## config.mk

```make
export PLATFORM = sky130hd
export DESIGN_NAME = pc_stat_ctrl
export DESIGN_NICKNAME = d
export VERILOG_FILES = /design/src/rtl/y86_pkg.sv /design/src/rtl/ctr32_en.sv /design/src/rtl/pc_stat_ctrl.sv
export SDC_FILE = /design/constraint.sdc
export NUM_CORES = 1
export LEC_CHECK = 0
export CELL_PAD_IN_SITES_DETAIL_PLACEMENT = 0
export CELL_PAD_IN_SITES_GLOBAL_PLACEMENT = 1
export CORE_MARGIN = 1.5
export CORE_UTILIZATION = 35
export DETAILED_ROUTE_END_ITERATION = 12
export PLACE_DENSITY_LB_ADDON = 0.1
export SYNTH_ARGS = -nofsm -noshare
export SYNTH_HDL_FRONTEND = slang
export SYNTH_SLANG_ARGS = --single-unit
export TNS_END_PERCENT = 100
```

## constraint.sdc

```tcl
create_clock -name clock -period 5.4 [get_ports clock]
set_input_delay 1.08 -clock clock [delete_from_list [all_inputs] [get_ports clock]]
set_output_delay 1.08 -clock clock [all_outputs]
set_load 0.02 [all_outputs]
```

## src/rtl/y86_pkg.sv

```systemverilog
`default_nettype none
// ============================================================================
//  Module      : y86_pkg
//  Description : Shared Y86 definitions: PC width, architectural status codes
//                and the PC/stat controller state encoding.
//  Revision    : 1.0 - initial release
// ============================================================================
package y86_pkg;

    // Architectural program counter width
    localparam int unsigned PC_W = 64;

    // Y86 status codes, shared with the rest of the core
    localparam logic [2:0] STAT_AOK = 3'd1;
    localparam logic [2:0] STAT_HLT = 3'd2;
    localparam logic [2:0] STAT_ADR = 3'd3;
    localparam logic [2:0] STAT_INS = 3'd4;

    // Controller state encoding
    localparam int unsigned STATE_W       = 2;
    localparam logic [1:0]  STATE_PRIME   = 2'd0;
    localparam logic [1:0]  STATE_RUN     = 2'd1;
    localparam logic [1:0]  STATE_STOPPED = 2'd2;

endpackage : y86_pkg
`default_nettype wire

```

## src/rtl/ctr32_en.sv

```systemverilog
`default_nettype none
// ============================================================================
//  Module      : ctr32_en
//  Description : 32-bit up counter with asynchronous active-high reset and a
//                count enable. Wraps modulo 2^32.
//  Revision    : 1.0 - initial release
// ============================================================================
module ctr32_en (
    input  logic        clk,
    input  logic        rst,
    input  logic        i_en,
    output logic [31:0] o_count
);

    logic [31:0] r_count;

    // Count one per enabled edge; natural overflow gives the modulo wrap
    always_ff @(posedge clk or posedge rst) begin
        if (rst) begin
            r_count <= 32'd0;
        end else if (i_en) begin
            r_count <= r_count + 32'd1;
        end
    end

    assign o_count = r_count;

endmodule : ctr32_en
`default_nettype wire

```

## src/rtl/pc_stat_ctrl.sv

```systemverilog
`default_nettype none
// ============================================================================
//  Module      : pc_stat_ctrl
//  Description : Architectural PC register and processor status controller
//                for the sequential Y86 core. Holds the PC fed to fetch,
//                decides commit enable, stop/finish, status code, watchdog
//                timeout and the cycle/retire counters.
//  Revision    : 1.0 - initial release
// ============================================================================
module pc_stat_ctrl
    import y86_pkg::*;
#(
    parameter logic [PC_W-1:0] RESET_PC   = 64'd0,
    parameter logic [31:0]     MAX_CYCLES = 32'd1024
) (
    input  logic            clock,
    input  logic            reset,
    input  logic [PC_W-1:0] pc_new,
    input  logic            halt,
    input  logic            instruct_invalid,
    input  logic            imem_error,
    input  logic            dmem_error,
    output logic [PC_W-1:0] pc_val,
    output logic [2:0]      stat,
    output logic            run,
    output logic            done,
    output logic            timeout,
    output logic [31:0]     cycle_count,
    output logic [31:0]     retired_count
);

    logic [STATE_W-1:0] r_state;
    logic [PC_W-1:0]    r_pc;
    logic [2:0]         r_stat;
    logic               r_done;
    logic               r_timeout;

    logic               w_in_run;
    logic               w_any_fault;
    logic               w_wd_hit;
    logic               w_retire;
    logic [31:0]        w_cycle_count;
    logic [31:0]        w_retired_count;

    // Decode of the current cycle: faults, watchdog and retire qualification
    always_comb begin
        w_in_run    = (r_state == STATE_RUN);
        w_any_fault = imem_error | instruct_invalid | dmem_error;
        // cycle_count is the number of RUN edges already taken, so the
        // watchdog fires on the edge that would make it reach MAX_CYCLES
        w_wd_hit    = (MAX_CYCLES != 32'd0) &&
                      (w_cycle_count == (MAX_CYCLES - 32'd1));
        // A halt retires even when the watchdog coincides; faults never do,
        // and a bare watchdog stop does not advance the PC so it retires nothing
        w_retire    = w_in_run && !w_any_fault && (halt || !w_wd_hit);
    end

    // Commit enable: faulting or halting instructions must not commit;
    // the watchdog deliberately lets the final instruction commit
    assign run = w_in_run && !w_any_fault && !halt;

    // Controller FSM with registered PC, status, done and timeout
    always_ff @(posedge clock or posedge reset) begin
        if (reset) begin
            r_state   <= STATE_PRIME;
            r_pc      <= RESET_PC;
            r_stat    <= STAT_AOK;
            r_done    <= 1'b0;
            r_timeout <= 1'b0;
        end else begin
            case (r_state)
                STATE_PRIME: begin
                    // Give fetch one cycle to settle on RESET_PC
                    r_state <= STATE_RUN;
                end
                STATE_RUN: begin
                    if (imem_error) begin
                        r_stat  <= STAT_ADR;
                        r_done  <= 1'b1;
                        r_state <= STATE_STOPPED;
                    end else if (instruct_invalid) begin
                        r_stat  <= STAT_INS;
                        r_done  <= 1'b1;
                        r_state <= STATE_STOPPED;
                    end else if (dmem_error) begin
                        r_stat  <= STAT_ADR;
                        r_done  <= 1'b1;
                        r_state <= STATE_STOPPED;
                    end else if (halt) begin
                        r_stat  <= STAT_HLT;
                        r_done  <= 1'b1;
                        r_state <= STATE_STOPPED;
                    end else if (w_wd_hit) begin
                        r_timeout <= 1'b1;
                        r_done    <= 1'b1;
                        r_state   <= STATE_STOPPED;
                    end else begin
                        r_pc <= pc_new;
                    end
                end
                STATE_STOPPED: begin
                    // Terminal: everything held until reset
                end
                default: begin
                    // Unused encoding: park safely as a stopped machine
                    r_state <= STATE_STOPPED;
                    r_done  <= 1'b1;
                end
            endcase
        end
    end

    // RUN-cycle counter, including the stopping edge
    ctr32_en u_cycle_ctr (
        .clk     (clock),
        .rst     (reset),
        .i_en    (w_in_run),
        .o_count (w_cycle_count)
    );

    // Retired-instruction counter
    ctr32_en u_retire_ctr (
        .clk     (clock),
        .rst     (reset),
        .i_en    (w_retire),
        .o_count (w_retired_count)
    );

    assign pc_val        = r_pc;
    assign stat          = r_stat;
    assign done          = r_done;
    assign timeout       = r_timeout;
    assign cycle_count   = w_cycle_count;
    assign retired_count = w_retired_count;

endmodule : pc_stat_ctrl
`default_nettype wire

```

==> impl_metrics.toml, run 1 <==
[grt]
grt.total_usage_pct = 17.61
grt_max_degree = 109
grt_pass1_wl_um = 23690
antenna_found_initial = 0
grt.overflow.total = 0
grt_pass1_vias = 4210

[critical_path]
end_kind = "output port"
setup.worst_path.class = "in2out"
cp.arrival_ns = 3.13
cp_data_required_time_ns = 4.32
critPathMaxFanout = 5
cp-start-kind = "input pin"

[timing]
hold_violations = 0
fin_setup_tns_ns = 0
relSlewSlack_pct = 33.71
setup_ws_ns = 1.190
rsz0062_at_grt = "false"
fin_skew_ns = 0.009182
fmax_ghz = 0.2375
setup_viol = 0
fin_crit_sh_pct = 77.96
fin_crit_ns = 4.210
tightest_slew_ns = 0.9943
slew_viol_final = 0

[clock_tree]
cts_resized = 0
post_cts_buffers = 0
cts_inserted_buffers = 17
cts_tree = "done"
cts-htree-levels = 4
cts_root_buffer = "clkbuf_16"
cts-hold-fix-buffers = 0
clk-insertion-delay-late_ns = 0.42
cts.path.max_buffers = 2
clk_pin_slew_ns = 0.06
clock_sinks = 135

[placed_design]
post-place-cells = 846
pre_cts_ws_ns = 1.140
dp_hpwl_um = 10240
place_area_um2 = 7983
gp_congestion = 0.7485
portBuffers = 203

[synthesis]
synth_xor_xnor_area_share_pct = 9.404
yosysWarnings = 0
synth_compound_area_share_pct = 2.080
ys_seq_elements = 135
synth.area.mux_share_pct = 12.68
netlist_area_um2 = 5774
synth-async-reset-ratio_pct = 100.0
synth_top_family_by_area = "simple AND/OR/NAND/NOR gates"
synthSimpleGateAreaFrac_pct = 14.13
synth.avg_cell_area_um2 = 13.12
ys_types = 42
synthCells = 440
synth_adder_area_share_pct = 0.4334
ys.flop_type = "dfrtp_1"
ys_seq_area_share_pct = 58.53
synth-edff-count = 0
syn_nets = 512

[drt]
drtIter0Drc = 126
firstDrtPassIters = 5
wl_per_cell_um = 16.68
postRouteAntennaNets = 0
vias_per_cell = 4.741
drcViolationCount = 0
drt_wl_total_um = 14630
via_count = 4158

[floorplan]
initial_core_util_pct = 36.09
die-area_um2 = 17280
core_area_um2 = 16000
die_width_um = 131.4
io_pins = 204
chipHeight_um = 131.4
fp-row-count = 46

[finish]
areaGrowthSynthToFinish_pct = 49.27
fill_cells = 1429
n_antenna_cell = 0
layout-drive-gt1-share_pct = 12.10
fin_cells = 877
stdcell_area_um2 = 8620
final_nets = 721
layout_common_cells = "clkdlybuf4s50_1 (203), dfrtp_1 (134), mux2_2 (37), xnor2_1 (32), xor2_1 (30)"
final_util_pct = 53.87
final_common_cell = "clkdlybuf4s50_1"

[worst_hold_path]
min-delay-path-class = "reg2reg"

[power_and_ir_drop]
p_sw_mw = 0.4853
p_sw_share_pct = 20.02
comb_power_share_pct = 5.5
intPower_mw = 1.939
power_frac_seq_pct = 42.7
p_per_area_nw_per_um2 = 281.3
clkPwrFrac_pct = 51.8
p_leak_nw = 3.960
ir_drop_mv = 0.2006

[run]
maxCapViolCount = 0

[status]
status = "finished, final reports clean"
==> final cells by class <==
type,count,area [µm²],area share (%)
clock buffers,22,464.2,5.385
repair buffers,205,2047,23.75
well taps,216,270.3,3.135
flip-flops and latches,135,3379,39.21
clock inverters,9,172.7,2.003
multi-input cells,278,2236,25.94
inverters,12,50.05,0.5806
==> metal layers <==
metal	track usage (%)	wire (µm)	vias to the layer above
met1	22.91	6637	2022
met3	6.173	1097	21
li1	-	-	1953
met2	26.75	6619	162
met5	0	0	-
met4	7.160	272	0
==> registers in the layout, indices dropped and copies added (netlist names) <==
name,count
u_retire_ctr.o_count,32
done,1
stat,3
pc_val,64
u_cycle_ctr.o_count,32
r_state,2
timeout,1
==> power by group through the flow <==
| stage | clock network (mW) | logic [mW] | registers, mW |
|---|---|---|---|
| after floorplan | 0 | 0.0284 | 1.07 |
| after global placement | 0 | 0.134 | 1.05 |
| after detailed placement | 0 | 0.135 | 1.05 |
| after CTS | 1.29 | 0.136 | 1.03 |
| after global routing | 1.34 | 0.145 | 1.04 |
| final | 1.26 | 0.133 | 1.03 |
==> worst max-delay path: stages <==
cell	delay (ns)
clkdlybuf4s50_1	0.48
nor3_1	0.44
nand2_1	0.14
nor2_1	0.28
clkdlybuf4s50_1	0.71
==> path summary, 6_finish.rpt <==
path                                                     start                             endpoint  slack [ns]  cells after the start
max                                                 imem_error                                  run        1.19                      5
min                                        timeout$_DFFE_PP0P_                  timeout$_DFFE_PP0P_        0.46                      1
max reg2reg                u_cycle_ctr.o_count[28]$_DFFE_PP0N_               pc_val[53]$_DFFE_PP0P_        2.68                      5
min reg2reg                                timeout$_DFFE_PP0P_                  timeout$_DFFE_PP0P_        0.46                      1
max in group asynchronous                                reset  u_cycle_ctr.o_count[12]$_DFFE_PP0N_        3.11                      3
min in group asynchronous                                reset                pc_val[4]$_DFFE_PP0P_        1.28                      2
==> kinds of logic (layout without fill, tap and decap cells) <==
logic type               Yosys count  count (layout)
adder cells (fa/ha/maj)            2               2
AO/OA/AOI/OAI                     12              12
XOR/XNOR                          62              62
multiplexers                      65              65
buffers and inverters             27             248
AND/OR/NAND/NOR                  137             137
flip-flops                       135             135
==> synth_stat cells (all sizes together), types with 4 or more instances <==
cell type | instances | area share (%)
and4 | 7 | 1.1
dfrtp | 134 | 58
nor3 | 19 | 1.7
nor4 | 13 | 2.2
nand3 | 14 | 1.2
xor2 | 30 | 4.6
nand4 | 14 | 1.9
inv | 12 | 0.78
nand2 | 28 | 1.8
xnor2 | 32 | 4.9
o21ai | 4 | 0.35
and3 | 7 | 0.76
and2 | 5 | 0.54
buf | 13 | 1.8
nor2 | 17 | 1.1
mux2 | 65 | 13
==> stage by stage <==
step / hold slack, ns / power (mW)
after floorplan: 0.4692 / 1.096
after global placement: 0.4395 / 1.186
after detailed placement: 0.4510 / 1.188
after CTS: 0.4639 / 2.458
after global routing: 0.4798 / 2.516
final: 0.4587 / 2.425
No activity file was read; power rests on OpenSTA's default activity.
==> inputs of run 2 (changes only) <==
Settings changed: CORE_UTILIZATION 35 to 32.
Clock period 5.4 ns to 3.6 ns, I/O delays scaled along.
==> run 2 against run 1 <==
Effect of this change: sequential power up 50%; via count is 0.84% higher; final cell count rose by 2.1%; setup slack worse by 0.84 ns; flip-flop and latch count is the same; die area up 9.2%; first-iteration DRC count is 33% lower; critical path type unchanged; register-to-register slack worse by 1.7 ns; cell area rose by 0.15%.
==> impl_metrics.toml, run 2 (same netlist as run 1, synthesis figures left out) <==
[timing]
slew_viol_final = 0
fin_crit_ns = 3.247
hold_violations = 0
setup_viol = 0
fmax_ghz = 0.3080
fin_skew_ns = 0.009166
fin_crit_sh_pct = 90.19
rsz0062_at_grt = "false"
tightest_slew_ns = 0.8490
setup_ws_ns = 0.3533
relSlewSlack_pct = 43.28
fin_setup_tns_ns = 0

[critical_path]
r2r_slack_ns = 1.02
path_cells = "clkdlybuf4s50_1 -> nor3_1 -> buf_4 -> nand2_1 -> nor2_1 -> clkdlybuf4s50_1"
cp.arrival_ns = 2.53
crit_top_cell = "clkdlybuf4s50_1"
setup.worst_path.class = "in2out"
critPathMaxFanout = 5
crit_family = "buffers and inverters"
critPathSlowestCell = "clkdlybuf4s50_1"
end_kind = "output port"
path_buf_inv = 3
cp-start-kind = "input pin"
cp_data_required_time_ns = 2.88
cpPeakStageDelay_ns = 0.67

[clock_tree]
cts-hold-fix-buffers = 0
clock_sinks = 135
cts_inserted_buffers = 17
cts.path.max_buffers = 2
clk_pin_slew_ns = 0.05
cts_tree = "done"
cts-htree-levels = 4
clk-insertion-delay-late_ns = 0.42
post_cts_buffers = 0
cts_resized = 0
cts_root_buffer = "clkbuf_16"

[finish]
layout-drive-gt1-share_pct = 13.43
largest_register_ffs = 64
stdcell_area_um2 = 8632
n_antenna_cell = 0
layout_common_cells = "clkdlybuf4s50_1 (203), dfrtp_1 (134), mux2_2 (37), xnor2_1 (32), xor2_1 (30)"
areaGrowthSynthToFinish_pct = 49.49
final_nets = 729
final_util_pct = 49.39
fin_cells = 895
final_common_cell = "clkdlybuf4s50_1"

[floorplan]
io_pins = 204
chipHeight_um = 137.3
fp-row-count = 48
die_width_um = 137.3
initial_core_util_pct = 33.04
core_area_um2 = 17480
die-area_um2 = 18860

[drt]
wl_per_cell_um = 16.29
firstDrtPassIters = 4
vias_per_cell = 4.685
drcViolationCount = 0
drt_wl_total_um = 14580
dr_wl_met2_um = 6663
wl_met1_um = 6515
via_count = 4193
postRouteAntennaNets = 0
drtIter0Drc = 84
dr_wl_met3_um = 1119
highest_layer = "met4"

[grt]
grt_pass1_vias = 4345
antenna_found_initial = 0
grt.overflow.total = 0
grt.total_usage_pct = 16.07
grt_max_degree = 47
grt_pass1_wl_um = 22930

[run]
maxCapViolCount = 0

[power_and_ir_drop]
ir_drop_mv = 0.2931
p_per_area_nw_per_um2 = 388.2
p_leak_nw = 3.949

[placed_design]
dp_hpwl_um = 10670
post-place-cells = 863
portBuffers = 203
place_area_um2 = 8090
pre_cts_ws_ns = 0.3020
gp_congestion = 0.7570

[worst_hold_path]
min-delay-path-class = "reg2reg"

[status]
status = "finished, final reports clean"
[run 2: changes by cell type in the layout (fill, tap and decap cells not counted), sizes merged]
cell / before / now
clkinv: 3 / 6
clkbuf: 22 / 19
clkinvlp: 1 / 7
buf: 2 / 10
bufinv: 5 / 1
inv: 12 / 11
[run 2: where the power goes]
part	leakage, nW	internal [mW]	switching [mW]
combinational	1.88	0.117	0.0894
clock	0.251	0.941	0.651
sequential	1.81	1.54	0.0133
total	3.95	2.60	0.753
[run 2: stage by stage]
step           hold WS (ns)  power [mW]
2_1_floorplan        0.4692       1.645
3_3_place_gp         0.4440       1.789
3_5_place_dp         0.4490       1.791
4_1_cts              0.4654       3.410
5_1_grt              0.4886       3.499
6_report             0.4682       3.351
[run 2: worst reg2reg max path: stages (launching register included)]
cell and delay [ns]:
dfrtp_1 0.43, nor4_1 0.35, nand3_1 0.30, nor3_2 0.27, nand2b_4 0.44, buf_12 0.29
mux2_2 0.38
[run 2: area by class of cell]
cell class,count,area (µm²)
fillers,1573,8845
flip-flops and latches,135,3379
multi-input cells,278,2236
repair buffers,213,2145
clock buffers,19,432.9
well taps,225,281.5
clock inverters,13,108.9
inverters,12,48.80
[run 2: final timing paths]
path	startpoint	endpoint	cells past startpoint
worst max register to register	u_cycle_ctr.o_count[28]$_DFFE_PP0N_	pc_val[63]$_DFFE_PP0P_	6
min in group asynchronous	reset	pc_val[50]$_DFFE_PP0P_	2
max in group asynchronous	reset	stat[0]$_DFFE_PP1P_	3
worst min-delay path	timeout$_DFFE_PP0P_	timeout$_DFFE_PP0P_	1
worst min register to register	timeout$_DFFE_PP0P_	timeout$_DFFE_PP0P_	1
worst max-delay path	imem_error	run	6
[run 2: per-layer routing]
layer	track usage [%]	vias to the layer above
li1	-	1974
met1	20.72	2053
met2	25.07	147
met3	4.893	19
met5	0	-
met4	6.784	0
==> inputs of run 3 (changes only) <==
Settings changed: CORE_UTILIZATION 32 to 44, DONT_BUFFER_PORTS from default to 1, HOLD_SLACK_MARGIN from default to 0.12.
==> run 3 against run 2 <==
Effect of this change: sequential share of layout area is 12 points higher; largest power group unchanged; flip-flop and latch count is the same; clock-buffer cell count rose by 7; critical path depth rose by 1; critical path type is now reg2reg; register-to-register slack about the same; die area fell by 27%; largest cell class unchanged; global-route usage grew 2.9 points; core utilization increased by 2.4 points; hold slack got worse by 0.25 ns; highest routed layer unchanged; power up 3.3%; first-iteration DRC count up 62%.
==> impl_metrics.toml, run 3 (same netlist as run 1, synthesis figures left out) <==
[finish]
layout-drive-gt1-share_pct = 18.57
fill_cells = 1125
stdcell_area_um2 = 6591
largest_register_ffs = 64
final_nets = 522
areaGrowthSynthToFinish_pct = 14.15
layout_common_cells = "dfrtp_1 (134), mux2_2 (37), xnor2_1 (32), xor2_1 (30)"
final_common_cell = "dfrtp_1"

[critical_path]
end_kind = "register"
crit_start = "u_cycle_ctr.o_count[0]$_DFFE_PP0N_"
r2r_start = "u_cycle_ctr.o_count[0]$_DFFE_PP0N_"
cp-start-kind = "register"
critPathMaxFanout = 38
cp_data_required_time_ns = 3.88
setup.worst_path.class = "reg2reg"
cp.arrival_ns = 2.86

[power_and_ir_drop]
p_leak_nw = 3.245
finalPower_mw = 3.462
ir_drop_mv = 0.3191
p_per_area_nw_per_um2 = 525.2

[floorplan]
core_area_um2 = 12720
initial_core_util_pct = 45.39
fp-row-count = 41
die-area_um2 = 13820
io_pins = 204
die_width_um = 117.6
chipHeight_um = 117.6

[drt]
wl_per_cell_um = 19.59
drtIter0Drc = 136
drcViolationCount = 0
vias_per_cell = 5.347
postRouteAntennaNets = 0
drt_wl_total_um = 12460
firstDrtPassIters = 4
via_count = 3401

[timing]
setup_viol = 0
relSlewSlack_pct = 58.16
hold_violations = 0
fin_crit_ns = 2.580
fin_setup_tns_ns = 0
slew_viol_final = 0
fin_crit_sh_pct = 71.68
fin_skew_ns = 0.008274
fmax_ghz = 0.3875
tightest_slew_ns = 0.6276
rsz0062_at_grt = "false"

[grt]
grt_pass1_vias = 3499
grt_max_degree = 115
grt_pass1_wl_um = 20320
grt.overflow.total = 0
grt.total_usage_pct = 18.95
antenna_found_initial = 1

[clock_tree]
clock_sinks = 135
post_cts_buffers = 0
cts.path.max_buffers = 2
cts-htree-levels = 4
cts_resized = 0
cts_tree = "done"
clk-insertion-delay-late_ns = 0.40
clk_pin_slew_ns = 0.06
cts_inserted_buffers = 17
cts-hold-fix-buffers = 0
cts_root_buffer = "clkbuf_16"

[run]
maxCapViolCount = 0

[placed_design]
gp_congestion = 0.7378
portBuffers = 0
place_area_um2 = 5949
dp_hpwl_um = 8802

[worst_hold_path]
min-delay-path-class = "in2async"

[status]
status = "finished, final reports clean"
==> run 3: final timing paths <==
check	endpoint	slack, ns	depth (start not counted)
worst max-delay path	pc_val[30]$_DFFE_PP0P_	1.02	7
worst min-delay path	pc_val[33]$_DFFE_PP0P_	0.22	1
worst max register to register	pc_val[30]$_DFFE_PP0P_	1.02	7
worst min register to register	r_state[0]$_DFFE_PP0P_	0.52	1
max in group asynchronous	pc_val[21]$_DFFE_PP0P_	2.41	2
min in group clock	stat[2]$_DFFE_PP0P_	0.43	1
==> run 3: critical path, cell delays in order, from the launching register on <==
cell      delay [ns]
dfrtp_1         0.52
ha_1            0.24
and4b_1         0.18
nand3_1         0.22
nor3_2          0.21
nand2b_4        0.41
buf_12          0.27
mux2_2          0.37
==> run 3: stage by stage <==
stage	hold WS [ns]	util (%)	std cells	worst slack, ns
after CTS	0.2225	51.79	635	0.9595
final	0.2196	51.81	636	1.020
after global placement	0.5031	46.76	603	1.028
after global routing	0.2406	51.81	636	0.8065
after floorplan	0.4692	-	440	1.202
after detailed placement	0.5071	46.76	603	0.9702
==> run 3: area by class of cell <==
class	count	area (µm²)	area share, %
Sequential cell	135	3379	51.27
Inverter	12	48.80	0.7403
Multi-Input combinational cell	278	2236	33.92
Antenna cell	1	2.502	0.03797
Clock inverter	6	110.1	1.670
Tap cell	172	215.2	3.265
Timing Repair Buffer	6	70.07	1.063
Clock buffer	26	529.3	8.030
==> run 3: routing by layer <==
metal  share of wire [%]  vias up  global-route usage (%)
met5                   0        -                       0
met4                 1.2        0                   6.631
met3                 9.0       14                   8.479
met2                  49      130                   30.18
met1                  41     1701                   22.91
li1                    -     1556                       -
==> run 3: report_power, final <==
part | total [mW] | switching (mW) | internal, mW
Sequential | 1.58 | 0.0428 | 1.54
Combinational | 0.0546 | 0.0375 | 0.0172
Clock | 1.82 | 0.605 | 1.22
Total | 3.46 | 0.686 | 2.78
